<file path="config.mk">
export PLATFORM = sky130hd
export DESIGN_NAME = ps2_key_decoder_flat
export DESIGN_NICKNAME = d
export VERILOG_FILES = /design/src/rtl/ps2_key_decoder_pkg.sv /design/src/rtl/ps2_key_decoder_if.sv /design/src/rtl/ps2_key_decoder_evt_fifo.sv /design/src/rtl/ps2_key_decoder.sv /design/src/flat_wrapper.sv
export SDC_FILE = /design/constraint.sdc
export NUM_CORES = 1
export LEC_CHECK = 0
export CELL_PAD_IN_SITES_DETAIL_PLACEMENT = 1
export CELL_PAD_IN_SITES_GLOBAL_PLACEMENT = 2
export CORE_ASPECT_RATIO = 1.1
export CORE_UTILIZATION = 36
export CTS_CLUSTER_DIAMETER = 40
export DETAILED_ROUTE_END_ITERATION = 8
export HOLD_SLACK_MARGIN = 0.12
export PLACE_DENSITY_LB_ADDON = 0.2
export SYNTH_ARGS = -nofsm -noshare
export SYNTH_HDL_FRONTEND = slang
export SYNTH_SLANG_ARGS = --single-unit
</file>
<file path="constraint.sdc">
create_clock -name CLOCK_50 -period 8.3 [get_ports CLOCK_50]
set_clock_uncertainty 0.1 [all_clocks]
set_input_delay 1.66 -clock CLOCK_50 [delete_from_list [all_inputs] [get_ports CLOCK_50]]
set_output_delay 1.66 -clock CLOCK_50 [all_outputs]
set_load 0.01 [all_outputs]
</file>
<file path="src/rtl/ps2_key_decoder_pkg.sv">
// Shared PS/2 set-2 definitions: prefix bytes, blackjack key scan codes and
// the parser state encoding used by the keyboard decoder.
package ps2_key_decoder_pkg;

    localparam logic [7:0] PS2_EXT   = 8'hE0;
    localparam logic [7:0] PS2_BRK   = 8'hF0;
    localparam logic [7:0] PS2_PAUSE = 8'hE1;

    localparam logic [7:0] SC_HIT   = 8'h33;
    localparam logic [7:0] SC_STAND = 8'h1B;
    localparam logic [7:0] SC_DEAL  = 8'h23;
    localparam logic [7:0] SC_ENTER = 8'h5A;

    typedef enum logic [1:0] {
        ST_IDLE    = 2'd0,
        ST_EXT     = 2'd1,
        ST_BRK     = 2'd2,
        ST_EXT_BRK = 2'd3
    } ps2_state_e;

    function automatic logic is_prefix(input logic [7:0] b);
        return (b == PS2_EXT) || (b == PS2_BRK) || (b == PS2_PAUSE);
    endfunction

endpackage

</file>
<file path="src/rtl/ps2_key_decoder_if.sv">
// Key event bus between the decoder (master) and the game FSM (slave):
// valid/ready handshake carrying the index of a freshly pressed key.
interface ps2_key_decoder_if #(
    parameter int IDX_W = 2
) ();
    logic             evt_valid;
    logic [IDX_W-1:0] evt_id;
    logic             evt_ready;

    modport master (output evt_valid, output evt_id, input evt_ready);
    modport slave  (input evt_valid, input evt_id, output evt_ready);
endinterface

</file>
<file path="src/rtl/ps2_key_decoder_evt_fifo.sv">
// Synchronous first-word fall-through FIFO with occupancy count and a sticky
// overflow flag for pushes refused while full.
module ps2_evt_fifo #(
    parameter int WIDTH = 2,
    parameter int DEPTH = 4,
    localparam int AW   = (DEPTH > 1) ? $clog2(DEPTH) : 1
) (
    input  logic             clk,
    input  logic             reset,
    input  logic             push,
    input  logic [WIDTH-1:0] push_data,
    input  logic             pop,
    output logic [WIDTH-1:0] pop_data,
    output logic             empty,
    output logic             full,
    output logic [AW:0]      count,
    output logic             overflow
);
    localparam logic [AW:0] FULL_CNT = (AW + 1)'(DEPTH);

    logic [WIDTH-1:0] mem_q [DEPTH];
    logic [WIDTH-1:0] mem_d [DEPTH];
    logic [AW-1:0]    wr_ptr_q, wr_ptr_d, rd_ptr_q, rd_ptr_d;
    logic [AW:0]      count_q, count_d;
    logic             overflow_q, overflow_d;
    logic             pop_ok_s, push_ok_s;

    // A push into a full FIFO is still accepted when a pop frees a slot this cycle.
    always_comb begin
        mem_d      = mem_q;
        wr_ptr_d   = wr_ptr_q;
        rd_ptr_d   = rd_ptr_q;
        count_d    = count_q;
        overflow_d = overflow_q;
        pop_ok_s   = pop && (count_q != (AW + 1)'(0));
        push_ok_s  = push && ((count_q != FULL_CNT) || pop_ok_s);
        if (push_ok_s) begin
            mem_d[wr_ptr_q] = push_data;
            wr_ptr_d        = wr_ptr_q + AW'(1);
        end else begin
            overflow_d = overflow_q | push;
        end
        if (pop_ok_s) begin
            rd_ptr_d = rd_ptr_q + AW'(1);
        end else begin
            rd_ptr_d = rd_ptr_q;
        end
        case ({push_ok_s, pop_ok_s})
            2'b10:   count_d = count_q + (AW + 1)'(1);
            2'b01:   count_d = count_q - (AW + 1)'(1);
            default: count_d = count_q;
        endcase
    end

    // Storage, pointers and flags.
    always_ff @(posedge clk) begin
        if (reset) begin
            mem_q      <= '{default: '0};
            wr_ptr_q   <= '0;
            rd_ptr_q   <= '0;
            count_q    <= '0;
            overflow_q <= 1'b0;
        end else begin
            mem_q      <= mem_d;
            wr_ptr_q   <= wr_ptr_d;
            rd_ptr_q   <= rd_ptr_d;
            count_q    <= count_d;
            overflow_q <= overflow_d;
        end
    end

    assign pop_data = mem_q[rd_ptr_q];
    assign empty    = (count_q == (AW + 1)'(0));
    assign full     = (count_q == FULL_CNT);
    assign count    = count_q;
    assign overflow = overflow_q;
endmodule

</file>
<file path="src/rtl/ps2_key_decoder.sv">
// PS/2 set-2 key decoder: parses make/break/E0 sequences, tracks held keys,
// pulses once per fresh press and queues press events for the game FSM.
module ps2_key_decoder
    import ps2_key_decoder_pkg::*;
#(
    parameter int                    NUM_KEYS       = 4,
    parameter logic [8*NUM_KEYS-1:0] KEY_CODES      = {SC_ENTER, SC_DEAL, SC_STAND, SC_HIT},
    parameter logic [NUM_KEYS-1:0]   KEY_EXT        = 4'b1000,
    parameter int                    FIFO_DEPTH     = 4,
    parameter int                    TIMEOUT_CYCLES = 100_000,
    localparam int                   IDX_W          = (NUM_KEYS > 1) ? $clog2(NUM_KEYS) : 1
) (
    input  logic                 CLOCK_50,
    input  logic                 reset,
    input  logic [7:0]           rx_data,
    input  logic                 rx_valid,
    output logic [NUM_KEYS-1:0]  key_pulse,
    output logic [NUM_KEYS-1:0]  key_held,
    ps2_key_decoder_if.master    evt,
    output logic                 evt_overflow,
    output logic [7:0]           last_code,
    output logic                 last_ext
);
    localparam int               TMR_W   = (TIMEOUT_CYCLES > 1) ? $clog2(TIMEOUT_CYCLES) : 1;
    localparam logic [TMR_W-1:0] TMR_MAX = TMR_W'(TIMEOUT_CYCLES - 1);
    localparam int               FAW     = (FIFO_DEPTH > 1) ? $clog2(FIFO_DEPTH) : 1;

    ps2_state_e          state_q, state_d;
    logic [TMR_W-1:0]    timer_q, timer_d;
    logic [NUM_KEYS-1:0] key_pulse_q, key_pulse_d, key_held_q, key_held_d;
    logic [7:0]          last_code_q, last_code_d;
    logic                last_ext_q, last_ext_d;
    logic                make_s, brk_s, ext_s, hit_s, push_s;
    logic [NUM_KEYS-1:0] match_s;
    logic [IDX_W-1:0]    hit_idx_s;
    logic                fifo_empty_s, fifo_full_s;
    logic [FAW:0]        fifo_count_s;
    logic                unused_fifo_s;

    function automatic logic [IDX_W-1:0] lowest_set(input logic [NUM_KEYS-1:0] m);
        logic [IDX_W-1:0] idx;
        idx = '0;
        for (int i = NUM_KEYS - 1; i >= 0; i--) begin
            if (m[i]) idx = IDX_W'(i);
        end
        return idx;
    endfunction

    // Parser next state and timeout; a byte in the expiry cycle wins over expiry.
    always_comb begin
        state_d = state_q;
        timer_d = timer_q;
        make_s  = 1'b0;
        brk_s   = 1'b0;
        ext_s   = (state_q == ST_EXT) || (state_q == ST_EXT_BRK);
        if (rx_valid) begin
            timer_d = '0;
            case (state_q)
                ST_IDLE: begin
                    if (rx_data == PS2_EXT)        state_d = ST_EXT;
                    else if (rx_data == PS2_BRK)   state_d = ST_BRK;
                    else if (rx_data == PS2_PAUSE) state_d = ST_IDLE;
                    else                           make_s  = 1'b1;
                end
                ST_EXT: begin
                    if (rx_data == PS2_BRK)      state_d = ST_EXT_BRK;
                    else if (rx_data == PS2_EXT) state_d = ST_EXT;
                    else begin
                        make_s  = 1'b1;
                        state_d = ST_IDLE;
                    end
                end
                ST_BRK, ST_EXT_BRK: begin
                    brk_s   = 1'b1;
                    state_d = ST_IDLE;
                end
                default: state_d = ST_IDLE;
            endcase
        end else if (state_q != ST_IDLE) begin
            if (timer_q == TMR_MAX) begin
                state_d = ST_IDLE;
                timer_d = '0;
            end else begin
                timer_d = timer_q + TMR_W'(1);
            end
        end else begin
            timer_d = '0;
        end
    end

    // Key map lookup on the current byte and its extension flag.
    always_comb begin
        match_s = '0;
        for (int i = 0; i < NUM_KEYS; i++) begin
            match_s[i] = (rx_data == KEY_CODES[8*i +: 8]) && (ext_s == KEY_EXT[i]);
        end
        hit_s     = |match_s;
        hit_idx_s = lowest_set(match_s);
    end

    // Held tracking, typematic suppression, event push and debug capture.
    always_comb begin
        key_pulse_d = '0;
        key_held_d  = key_held_q;
        push_s      = 1'b0;
        last_code_d = last_code_q;
        last_ext_d  = last_ext_q;
        if ((make_s || brk_s) && !is_prefix(rx_data)) begin
            last_code_d = rx_data;
            last_ext_d  = ext_s;
        end else begin
            last_code_d = last_code_q;
        end
        if (make_s && hit_s && !key_held_q[hit_idx_s]) begin
            key_pulse_d[hit_idx_s] = 1'b1;
            key_held_d[hit_idx_s]  = 1'b1;
            push_s                 = 1'b1;
        end else if (brk_s && hit_s) begin
            key_held_d[hit_idx_s] = 1'b0;
        end else begin
            key_held_d = key_held_q;
        end
    end

    // Parser and key state registers.
    always_ff @(posedge CLOCK_50) begin
        if (reset) begin
            state_q     <= ST_IDLE;
            timer_q     <= '0;
            key_pulse_q <= '0;
            key_held_q  <= '0;
            last_code_q <= 8'h00;
            last_ext_q  <= 1'b0;
        end else begin
            state_q     <= state_d;
            timer_q     <= timer_d;
            key_pulse_q <= key_pulse_d;
            key_held_q  <= key_held_d;
            last_code_q <= last_code_d;
            last_ext_q  <= last_ext_d;
        end
    end

    ps2_evt_fifo #(
        .WIDTH (IDX_W),
        .DEPTH (FIFO_DEPTH)
    ) u_evt_fifo (
        .clk       (CLOCK_50),
        .reset     (reset),
        .push      (push_s),
        .push_data (hit_idx_s),
        .pop       (evt.evt_ready),
        .pop_data  (evt.evt_id),
        .empty     (fifo_empty_s),
        .full      (fifo_full_s),
        .count     (fifo_count_s),
        .overflow  (evt_overflow)
    );

    assign unused_fifo_s = ^{fifo_full_s, fifo_count_s};
    assign evt.evt_valid = ~fifo_empty_s;
    assign key_pulse     = key_pulse_q;
    assign key_held      = key_held_q;
    assign last_code     = last_code_q;
    assign last_ext      = last_ext_q;
endmodule

</file>
<file path="src/flat_wrapper.sv">
// flat-port wrapper written by rule: the top's interface ports become plain ports
module ps2_key_decoder_flat import ps2_key_decoder_pkg::*;
#(
    parameter int                    NUM_KEYS       = 4,
    parameter logic [8*NUM_KEYS-1:0] KEY_CODES      = {SC_ENTER, SC_DEAL, SC_STAND, SC_HIT},
    parameter logic [NUM_KEYS-1:0]   KEY_EXT        = 4'b1000,
    parameter int                    FIFO_DEPTH     = 4,
    parameter int                    TIMEOUT_CYCLES = 100_000,
    localparam int                   IDX_W          = (NUM_KEYS > 1) ? $clog2(NUM_KEYS) : 1
)
  (CLOCK_50, reset, rx_data, rx_valid, key_pulse, key_held, evt_overflow, last_code, last_ext, evt_evt_valid, evt_evt_id, evt_evt_ready);
  ps2_key_decoder_if #(.IDX_W(2)) evt_i ();
  input  logic CLOCK_50;
  input  logic reset;
  input  logic [7:0] rx_data;
  input  logic rx_valid;
  output logic [NUM_KEYS-1:0] key_pulse;
  output logic [NUM_KEYS-1:0] key_held;
  output logic evt_overflow;
  output logic [7:0] last_code;
  output logic last_ext;
  output wire logic [$bits(evt_i.evt_valid)-1:0] evt_evt_valid;
  output wire logic [$bits(evt_i.evt_id)-1:0] evt_evt_id;
  input wire logic [$bits(evt_i.evt_ready)-1:0] evt_evt_ready;
  assign evt_evt_valid = evt_i.evt_valid;
  assign evt_evt_id = evt_i.evt_id;
  assign evt_i.evt_ready = evt_evt_ready;
  ps2_key_decoder #(.NUM_KEYS(NUM_KEYS), .KEY_CODES(KEY_CODES), .KEY_EXT(KEY_EXT), .FIFO_DEPTH(FIFO_DEPTH), .TIMEOUT_CYCLES(TIMEOUT_CYCLES)) u_core (.CLOCK_50(CLOCK_50), .reset(reset), .rx_data(rx_data), .rx_valid(rx_valid), .key_pulse(key_pulse), .key_held(key_held), .evt(evt_i), .evt_overflow(evt_overflow), .last_code(last_code), .last_ext(last_ext));
endmodule
</file>
==> results of run 1 <==
flip-flops by register name (all words and copies together) (netlist names), named ones only:
register,cells
u_core.u_evt_fifo.rd_ptr_q,2
u_core.state_q,2
u_core.last_code,8
u_core.key_pulse,4
u_core.u_evt_fifo.mem_q,8
u_core.last_ext,1
u_core.u_evt_fifo.overflow,1
u_core.timer_q,17
u_core.u_evt_fifo.wr_ptr_q,2
u_core.u_evt_fifo.count,3
cell families (layout without fill, tap and decap cells):
logic type                 Yosys count  in the layout
muxes                               17             17
buffers and inverters               18             49
xor gates and xnor gates            19             19
DFF                                 52             52
AOI/OAI and AO/OA                   35             35
and+or+nand+nor                    130            130
adders and majority gates            7              7
report_power, final:
part / total (mW) / internal, mW / switching [mW]
Sequential: 0.253 / 0.252 / 0.00129
Clock: 0.239 / 0.151 / 0.0884
Combinational: 0.0300 / 0.0143 / 0.0157
Total: 0.522 / 0.417 / 0.105
critical path: stages:
cell             delay (ps)
clkdlybuf4s50_1         620
or3b_1                  400
nor2_1                  250
a21boi_1                280
nor2_2                  170
and2_1                  170
inv_1                    50
ha_1                    160
inv_1                    70
fa_1                    430
xor2_1                  150
or3_1                   300
a21oi_1                 140
metrics by stage:
stage | util | power, mW | setup WS [ps] | cell area (um^2) | instances
5_1_grt | 0.456 | 0.543 | 3340 | 3030 | 391
3_5_place_dp | 0.432 | 0.289 | 3250 | 2870 | 383
3_3_place_gp | 0.432 | 0.289 | 3380 | 2870 | 383
6_report | 0.456 | 0.522 | 3560 | 3030 | 391
4_1_cts | 0.456 | 0.528 | 3570 | 3030 | 391
2_1_floorplan | - | 0.274 | 4040 | 2480 | 278
layout by cell type (no fill, tap or decap), types with 5 or more instances in the layout:
cell type	count
clkbuf_8	5
clkdlybuf4s50_1	32
nor2_1	41
nand3_1	15
o21ai_0	8
nor3_1	6
nand2b_1	10
a21oi_1	10
inv_1	8
xor2_1	12
dfxtp_1	52
mux2i_1	15
xnor2_1	7
ha_1	6
nand2_1	23
routing by layer:
layer  global-route usage  part of all wire  routed length, um
met1                0.228              0.49               2820
met2                0.281              0.47               2710
met3               0.0306             0.021                123
met4               0.0633             0.015                 85
met5                    0                 0                  0
cell type report:
class | instances | share of cell area
flip-flops and latches | 52 | 0.344
clock inverters | 3 | 0.0298
clock buffers | 5 | 0.0227
multi-input cells | 208 | 0.451
inverters | 8 | 0.00992
well taps | 82 | 0.0339
repair buffers | 33 | 0.108
worst max-delay path by stage:
| stage | startpoint | endpoint | slack, ps | cells past startpoint |
|---|---|---|---|---|
| after global routing | rx_data[0] | u_core.u_evt_fifo.count[2] | 3340 | 13 |
| after detailed placement | rx_data[0] | u_core.u_evt_fifo.count[2] | 3250 | 13 |
| after floorplan | rx_data[6] | u_core.u_evt_fifo.count[2] | 4040 | 13 |
| final | rx_data[0] | u_core.u_evt_fifo.count[2] | 3560 | 13 |
| after global placement | rx_data[0] | u_core.u_evt_fifo.count[2] | 3380 | 13 |
| after CTS | rx_data[0] | u_core.u_evt_fifo.count[2] | 3570 | 13 |
==> flow_metrics.tcl, run 1 <==
set metrics [dict create \
    synth-main-ff-cell "dfxtp_1" \
    drive_gt1_frac 0.0647 \
    num_antenna_cells 0 \
    yosys.area.top_type "dfxtp_1" \
    worstHoldPathCells 2 \
    syn2layout_area_growth_pct 21.9 \
    die_w_um 81.2 \
    synthesis.area_um2 2480 \
    port_buffers 32 \
    avgRoutedWirePerCell_um 14.7 \
    grt_use_total 0.173 \
    synth_edf_count 0 \
    setup_violations 0 \
    postRouteWirelength_um 5740 \
    yosysMostFrequentCell "dfxtp_1" \
    worstHoldStart "u_core.last_code[1]" \
    worst-setup-path-type "in -> reg" \
    clk_path_buf_depth 2 \
    synth_cells 278 \
    vias 2019 \
    p_leak_nw 1.07 \
    grt_max_degree 38 \
    initial_core_util 0.374 \
    syn_nets 297 \
    dr.pass1.iters 4 \
    multiInputGateArea_um2 1370 \
    boundaryPins 33 \
    muxShareOfSynthArea 0.0786 \
    synth_seq_cells 52 \
    die_h_um 89.1 \
    hp-class "reg -> reg" \
    min_to "u_core.last_code[1]" \
    clockRootBuffer "clkbuf_8" \
    fp.coreArea_um2 6630 \
    worst_hold_slack_ps 369 \
    period_needed_ps 4740 \
    dieArea_um2 7240 \
    vias_per_cell 5.16 \
    grt_pass1_vias 1976 \
    crit_path_end_kind "register" \
    regToRegStartpoint "u_core.state_q[0]" \
    drc 0 \
    fp-row-count 31 \
    synth_compound_area_frac 0.0892 \
    synthTopCellsByArea "dfxtp_1 (42%), nor2_1 (6.2%), mux2i_1 (6.0%), xor2_1 (4.2%), nand2_1 (3.5%)" \
    seq_area_frac_synth 0.419 \
    reg2reg_depth 12 \
    ys_warn_count 0 \
    synth_xor_area_frac 0.0670 \
    syn_avg_cell_area_um2 8.93 \
    drtIter0Drc 53 \
    synth_top_area_frac 0.419 \
    regArea_um2 1040 \
    fin_crit_sh 0.571 \
    ir_worst_vdd_v 0.0000679 \
    hpwl_um 4200 \
    post_cts_resized 0 \
    fin_setup_tns_ps 0 \
    synthArstFlopShare 0 \
    hold_viol_final 0 \
    clk_latency_ps 310 \
    powerDensity_nw_per_um2 172 \
    rsz0062_at_grt "false" \
    synth_common_cells "dfxtp_1 (52), nor2_1 (41), nand2_1 (23)" \
    gp_congestion 0.755 \
    required_ps 8440 \
    worst-r2r-setup-slack_ps 5140 \
    yosysUniqueCellTypes 47 \
    cts_tree "yes" \
    final_nets 327 \
    cts_buffers 5 \
    relSlewSlack 0.605 \
    hold_buffers 0 \
    fillCellCount 800 \
    post-cts-setup-buffer-count 0 \
    clk_pin_slew_ps 100 \
    status "completed" \
    tightestPinTransition_ps 591 \
    grt-ovfl-total 0 \
    synth_top_family_by_area "simple AND/OR/NAND/NOR gates" \
    fmax_mhz 211 \
    crit_path_start_kind "input pin" \
    drtAntennaViolNets 0 \
    drv_slew 0 \
    cp_max_fo 13 \
    max_cap_violations 0 \
    cts_max_level 2 \
    r2r_end "u_core.u_evt_fifo.count[2]" \
    worst_ep_arrival_time_ps 4880 \
    antenna_found_initial 0 \
    cts_sinks 52 \
    synth_simple_gate_area_frac 0.277 \
    synthAdderAreaFrac 0.0383 \
    grt_pass1_wl_um 9570 \
]
Note: power is estimated with default switching activity, not from simulation.
==> run 2: changes to the inputs <==
CORE_UTILIZATION = 33   (was 36)
clock period = 4.9 ns   (was 8.3 ns; I/O delays follow)
==> run 2 against run 1 <==
Effect of this change:
- hold slack about the same
- routed wire length up 0.49%
- flip-flop and latch count unchanged
- cell count up 0.77%
- clock-buffer cell count up 1
- critical path type unchanged
- largest cell class unchanged
- largest power group unchanged
==> flow_metrics.tcl, run 2 (synthesis gave the netlist of run 1 again) <==
set metrics [dict create \
    status "completed" \
    gp_congestion 0.752 \
    cts_buffers 5 \
    setup_violations 0 \
    final_nets 327 \
    r2r_end "u_core.u_evt_fifo.count[2]" \
    final_cell_mix "dfxtp_1 (52), nor2_1 (41), clkdlybuf4s50_1 (32)" \
    required_ps 5040 \
    clk_path_buf_depth 2 \
    reg2reg_depth 12 \
    grt-ovfl-total 0 \
    regMostFlops "u_core.timer_q" \
    relSlewSlack 0.529 \
    drive_gt1_frac 0.0615 \
    hp-class "reg -> reg" \
    hold_buffers 0 \
    max_cap_violations 0 \
    num_antenna_cells 0 \
    crit_path_start_kind "input pin" \
    cp-startpoint "rx_data[0]" \
    cp-endpoint "u_core.u_evt_fifo.count[2]" \
    crit_path_end_kind "register" \
    stdcell_count 394 \
    fin_crit_sh 0.819 \
    powerDensity_nw_per_um2 245 \
    dr.pass1.iters 5 \
    drtAntennaViolNets 0 \
    ir_worst_vdd_v 0.0000855 \
    worstHoldStart "u_core.last_code[2]" \
    cts_tree "yes" \
    drtIter0Drc 62 \
    dieArea_um2 7880 \
    hold_viol_final 0 \
    fp.coreArea_um2 7130 \
    clk_latency_ps 300 \
    vias_per_cell 5.09 \
    fin_setup_tns_ps 0 \
    antenna_found_initial 0 \
    fp-row-count 32 \
    regToRegStartpoint "u_core.state_q[0]" \
    initial_core_util 0.348 \
    postRouteWirelength_um 5760 \
    placed_cells 386 \
    layout_commonest_cell "dfxtp_1" \
    hpwl_um 4310 \
    worst_ep_arrival_time_ps 4160 \
    tightestPinTransition_ps 704 \
    grt_pass1_wl_um 10000 \
    largest_reg_flops 17 \
    cts_max_level 2 \
    boundaryPins 33 \
    post-cts-setup-buffer-count 0 \
    p_leak_nw 1.04 \
    rsz0062_at_grt "false" \
    grt_pass1_vias 2056 \
    syn2layout_area_growth_pct 19.2 \
    grt_max_degree 21 \
    worst-r2r-setup-slack_ps 1760 \
    port_buffers 32 \
    die_w_um 84.7 \
    grt_use_total 0.157 \
    vias 2007 \
    drv_slew 0 \
    avgRoutedWirePerCell_um 14.6 \
    die_h_um 93.0 \
    drc 0 \
    clk_pin_slew_ps 90 \
    cts_sinks 52 \
    period_needed_ps 4010 \
    clockRootBuffer "clkbuf_8" \
    post_cts_resized 0 \
    final_core_utilization 0.415 \
    cp_max_fo 13 \
    worst-setup-path-type "in -> reg" \
    fmax_mhz 249 \
]
==> run 2: changes by cell type in the layout (fill, tap and decap cells not counted), sizes merged <==
| cell | delta |
|---|---|
| clkinvlp | +1 |
| clkbuf | +1 |
| clkinv | +1 |
| bufinv | -3 |
==> run 2: stage by stage <==
step           hold WS, ps  instance area (um^2)  power (mW)  setup slack [ps]
3_5_place_dp           353                  2870       0.490               550
2_1_floorplan          330                  2480       0.464              1320
4_1_cts                375                  2960       0.740               870
5_1_grt                403                  2960       0.760               649
6_report               369                  2960       0.726               885
3_3_place_gp           345                  2870       0.489               677
==> run 2: report_power, final <==
group          total (mW)  internal, mW  switching [mW]
clock network       0.247         0.102           0.145
registers           0.429         0.426         0.00226
logic              0.0507        0.0242          0.0265
total               0.726         0.553           0.174
==> run 2: critical path, stage by stage <==
cell,delay [ps]
clkdlybuf4s50_1,600
or3b_1,410
nor2_1,260
a21boi_1,280
nor2_2,170
and2_1,170
inv_1,50
ha_1,160
inv_1,60
fa_1,430
xor2_1,150
or3_1,300
a21oi_1,130
==> run 2: per-layer routing <==
layer / up-vias / GRT usage / part of all wire
met3: 7 / 0.0247 / 0.016
met4: 0 / 0.0466 / 0.013
met5: - / 0 / 0
li1: 1011 / - / -
met1: 969 / 0.201 / 0.50
met2: 20 / 0.274 / 0.47
==> run 2: area by class of cell <==
type / count / area (um^2)
fill: 851 / 4170
multi-input combinational: 208 / 1370
sequential: 52 / 1040
timing repair buffer: 33 / 328
tap: 85 / 106
clock buffer: 6 / 72.6
inverter: 8 / 30.0
clock inverter: 2 / 16.3
==> run 2: worst min-delay path by stage <==
stage | endpoint | slack [ps] | cells past startpoint
3_5_place_dp | u_core.timer_q[0] | 350 | 1
3_3_place_gp | u_core.last_code[2] | 340 | 2
4_1_cts | u_core.last_code[1] | 380 | 2
5_1_grt | u_core.last_code[2] | 400 | 2
6_report | u_core.last_code[2] | 370 | 2
2_1_floorplan | u_core.timer_q[0] | 330 | 1
==> run 3: changes to the inputs <==
CORE_UTILIZATION = 30   (was 33)
clock period = 3.55 ns   (was 4.9 ns; I/O delays follow)
==> run 3 against run 2 <==
Effect of this change:
- first-iteration DRC count fell by 50%
- sequential share of layout area shrank 2.6 points
- core utilization shrank 1.3 points
- global-route usage decreased by 0.18 points
- flip-flop and latch count unchanged
- clock-buffer cell count is 1 higher
- design area up 8.0%
- combinational power rose by 67%
- routed wire length is 5.0% higher
- die area up 9.8%
- total power increased by 44%
==> flow_metrics.tcl, run 3 (synthesis gave the netlist of run 1 again) <==
set metrics [dict create \
    final_area_um2 3200 \
    clk_path_buf_depth 2 \
    num_antenna_cells 0 \
    worst-setup-path-type "in -> reg" \
    relSlewSlack 0.611 \
    cp-startpoint "rx_data[5]" \
    period_needed_ps 3380 \
    fmax_mhz 296 \
    clk_pin_slew_ps 90 \
    antenna_found_initial 0 \
    grt_use_total 0.156 \
    p_leak_nw 1.19 \
    dieArea_um2 8650 \
    final_nets 350 \
    final_cell_mix "dfxtp_1 (52), nor2_1 (41), clkdlybuf4s50_1 (29)" \
    cts_max_level 2 \
    clockRootBuffer "clkbuf_8" \
    cts_buffers 5 \
    boundaryPins 33 \
    post-cts-setup-buffer-count 0 \
    regMostFlops "u_core.timer_q" \
    drtIter0Drc 31 \
    rsz0062_at_grt "false" \
    crit_path_start_kind "input pin" \
    layout_commonest_cell "dfxtp_1" \
    tightestPinTransition_ps 581 \
    grt_pass1_wl_um 10500 \
    postRouteWirelength_um 6050 \
    grt-ovfl-total 0 \
    crit_path_end_kind "register" \
    hp-class "reg -> reg" \
    fin_setup_tns_ps 0 \
    grt_pass1_vias 2212 \
    cp-endpoint "u_core.u_evt_fifo.count[2]" \
    cp_max_fo 5 \
    port_buffers 32 \
    fp-row-count 34 \
    r2r_end "u_core.u_evt_fifo.count[2]" \
    avgRoutedWirePerCell_um 13.8 \
    powerDensity_nw_per_um2 326 \
    fin_crit_sh 0.951 \
    vias_per_cell 4.74 \
    p_int_mw 0.806 \
    drc 0 \
    dr.pass1.iters 4 \
    cts_tree "yes" \
    setup_violations 0 \
    seqPwrFrac 0.567 \
    required_ps 3690 \
    p_sw_mw 0.237 \
    die_h_um 97.4 \
    max_cap_violations 0 \
    hold_viol_final 0 \
    hpwl_um 4600 \
    reg2reg_depth 10 \
    gp_congestion 0.734 \
    syn2layout_area_growth_pct 28.8 \
    initial_core_util 0.312 \
    grt_max_degree 18 \
    power.clock.fraction 0.352 \
    swShare 0.227 \
    clk_latency_ps 300 \
    largest_reg_flops 17 \
    drive_gt1_frac 0.136 \
    cts_sinks 52 \
    drtAntennaViolNets 0 \
    regToRegStartpoint "u_core.u_evt_fifo.count[0]" \
    fp.coreArea_um2 7960 \
    p_comb_frac 0.081 \
    drv_slew 0 \
    dpl_cell_area_um2 3070 \
    worst-r2r-setup-slack_ps 620 \
    worst_ep_arrival_time_ps 3520 \
    ir_worst_vdd_v 0.000115 \
    worst_hold_slack_ps 369 \
    status "completed" \
    die_w_um 88.8 \
    vias 2083 \
]
-- run 3: cell types whose count changed in the layout (fill, tap and decap cells not counted), moves of 2 or more --
cell / delta
clkdlybuf4s50_1: -3
buf_4: +23
dlymetal6s2s_1: +3
clkbuf_8: +2
-- run 3: worst min path at each step --
stage | to | cells past startpoint | from | slack (ps)
floorplan | u_core.timer_q[0] | 1 | u_core.timer_q[0] | 330
global placement | u_core.timer_q[0] | 1 | u_core.timer_q[0] | 350
detailed placement | u_core.last_code[1] | 2 | u_core.last_code[1] | 350
CTS | u_core.last_code[2] | 2 | u_core.last_code[2] | 370
global route | u_core.last_code[2] | 2 | u_core.last_code[2] | 400
finish | u_core.last_code[1] | 2 | u_core.last_code[1] | 370
-- run 3: final cells by class --
type                       count  area [um^2]
clock buffer                   7         96.3
fill                         971         4760
inverter                       8         30.0
multi-input combinational    208         1390
sequential                    52         1040
tap                          108          135
timing repair buffer          56          508
-- run 3: metal layers --
layer  GRT usage  routed length, um  up-vias
li1            -                  -     1061
met1       0.191               2850      998
met2       0.270               2990       19
met3      0.0297                140        5
met4      0.0447                 72        0
met5           0                  0        -
-- run 3: worst max-delay path: stages --
cell and delay, ps:
clkdlybuf4s50_1 530, and4bb_2 280, a21oi_1 260, o21ai_4 70, and3_1 180, and2_1 160, inv_1 60, ha_1 160
inv_1 70, fa_1 430, xor2_1 160, or3_1 310, a21oi_1 130
-- run 3: power by group through the flow --
| stage | clock (mW) | sequential, mW | combinational (mW) |
|---|---|---|---|
| floorplan | 0 | 0.607 | 0.0331 |
| global placement | 0 | 0.605 | 0.0828 |
| detailed placement | 0 | 0.605 | 0.0836 |
| CTS | 0.388 | 0.592 | 0.0839 |
| global route | 0.409 | 0.592 | 0.0924 |
| finish | 0.367 | 0.591 | 0.0845 |
-- run 3: repair_timing --
action | in CTS | in global routing
hold buffers | 0 | 0
gates resized for setup | 0 | 7
setup endpoints to repair | 0 | 1
-- run 3: per-stage QoR --
step                 util  power (mW)  std cells  worst slack, ps
floorplan               -       0.640        278              236
global placement    0.386       0.688        432            -75.9
detailed placement  0.386       0.689        432             -201
CTS                 0.398        1.06        439              105
global route        0.402        1.09        439             8.48
finish              0.402        1.04        439              175
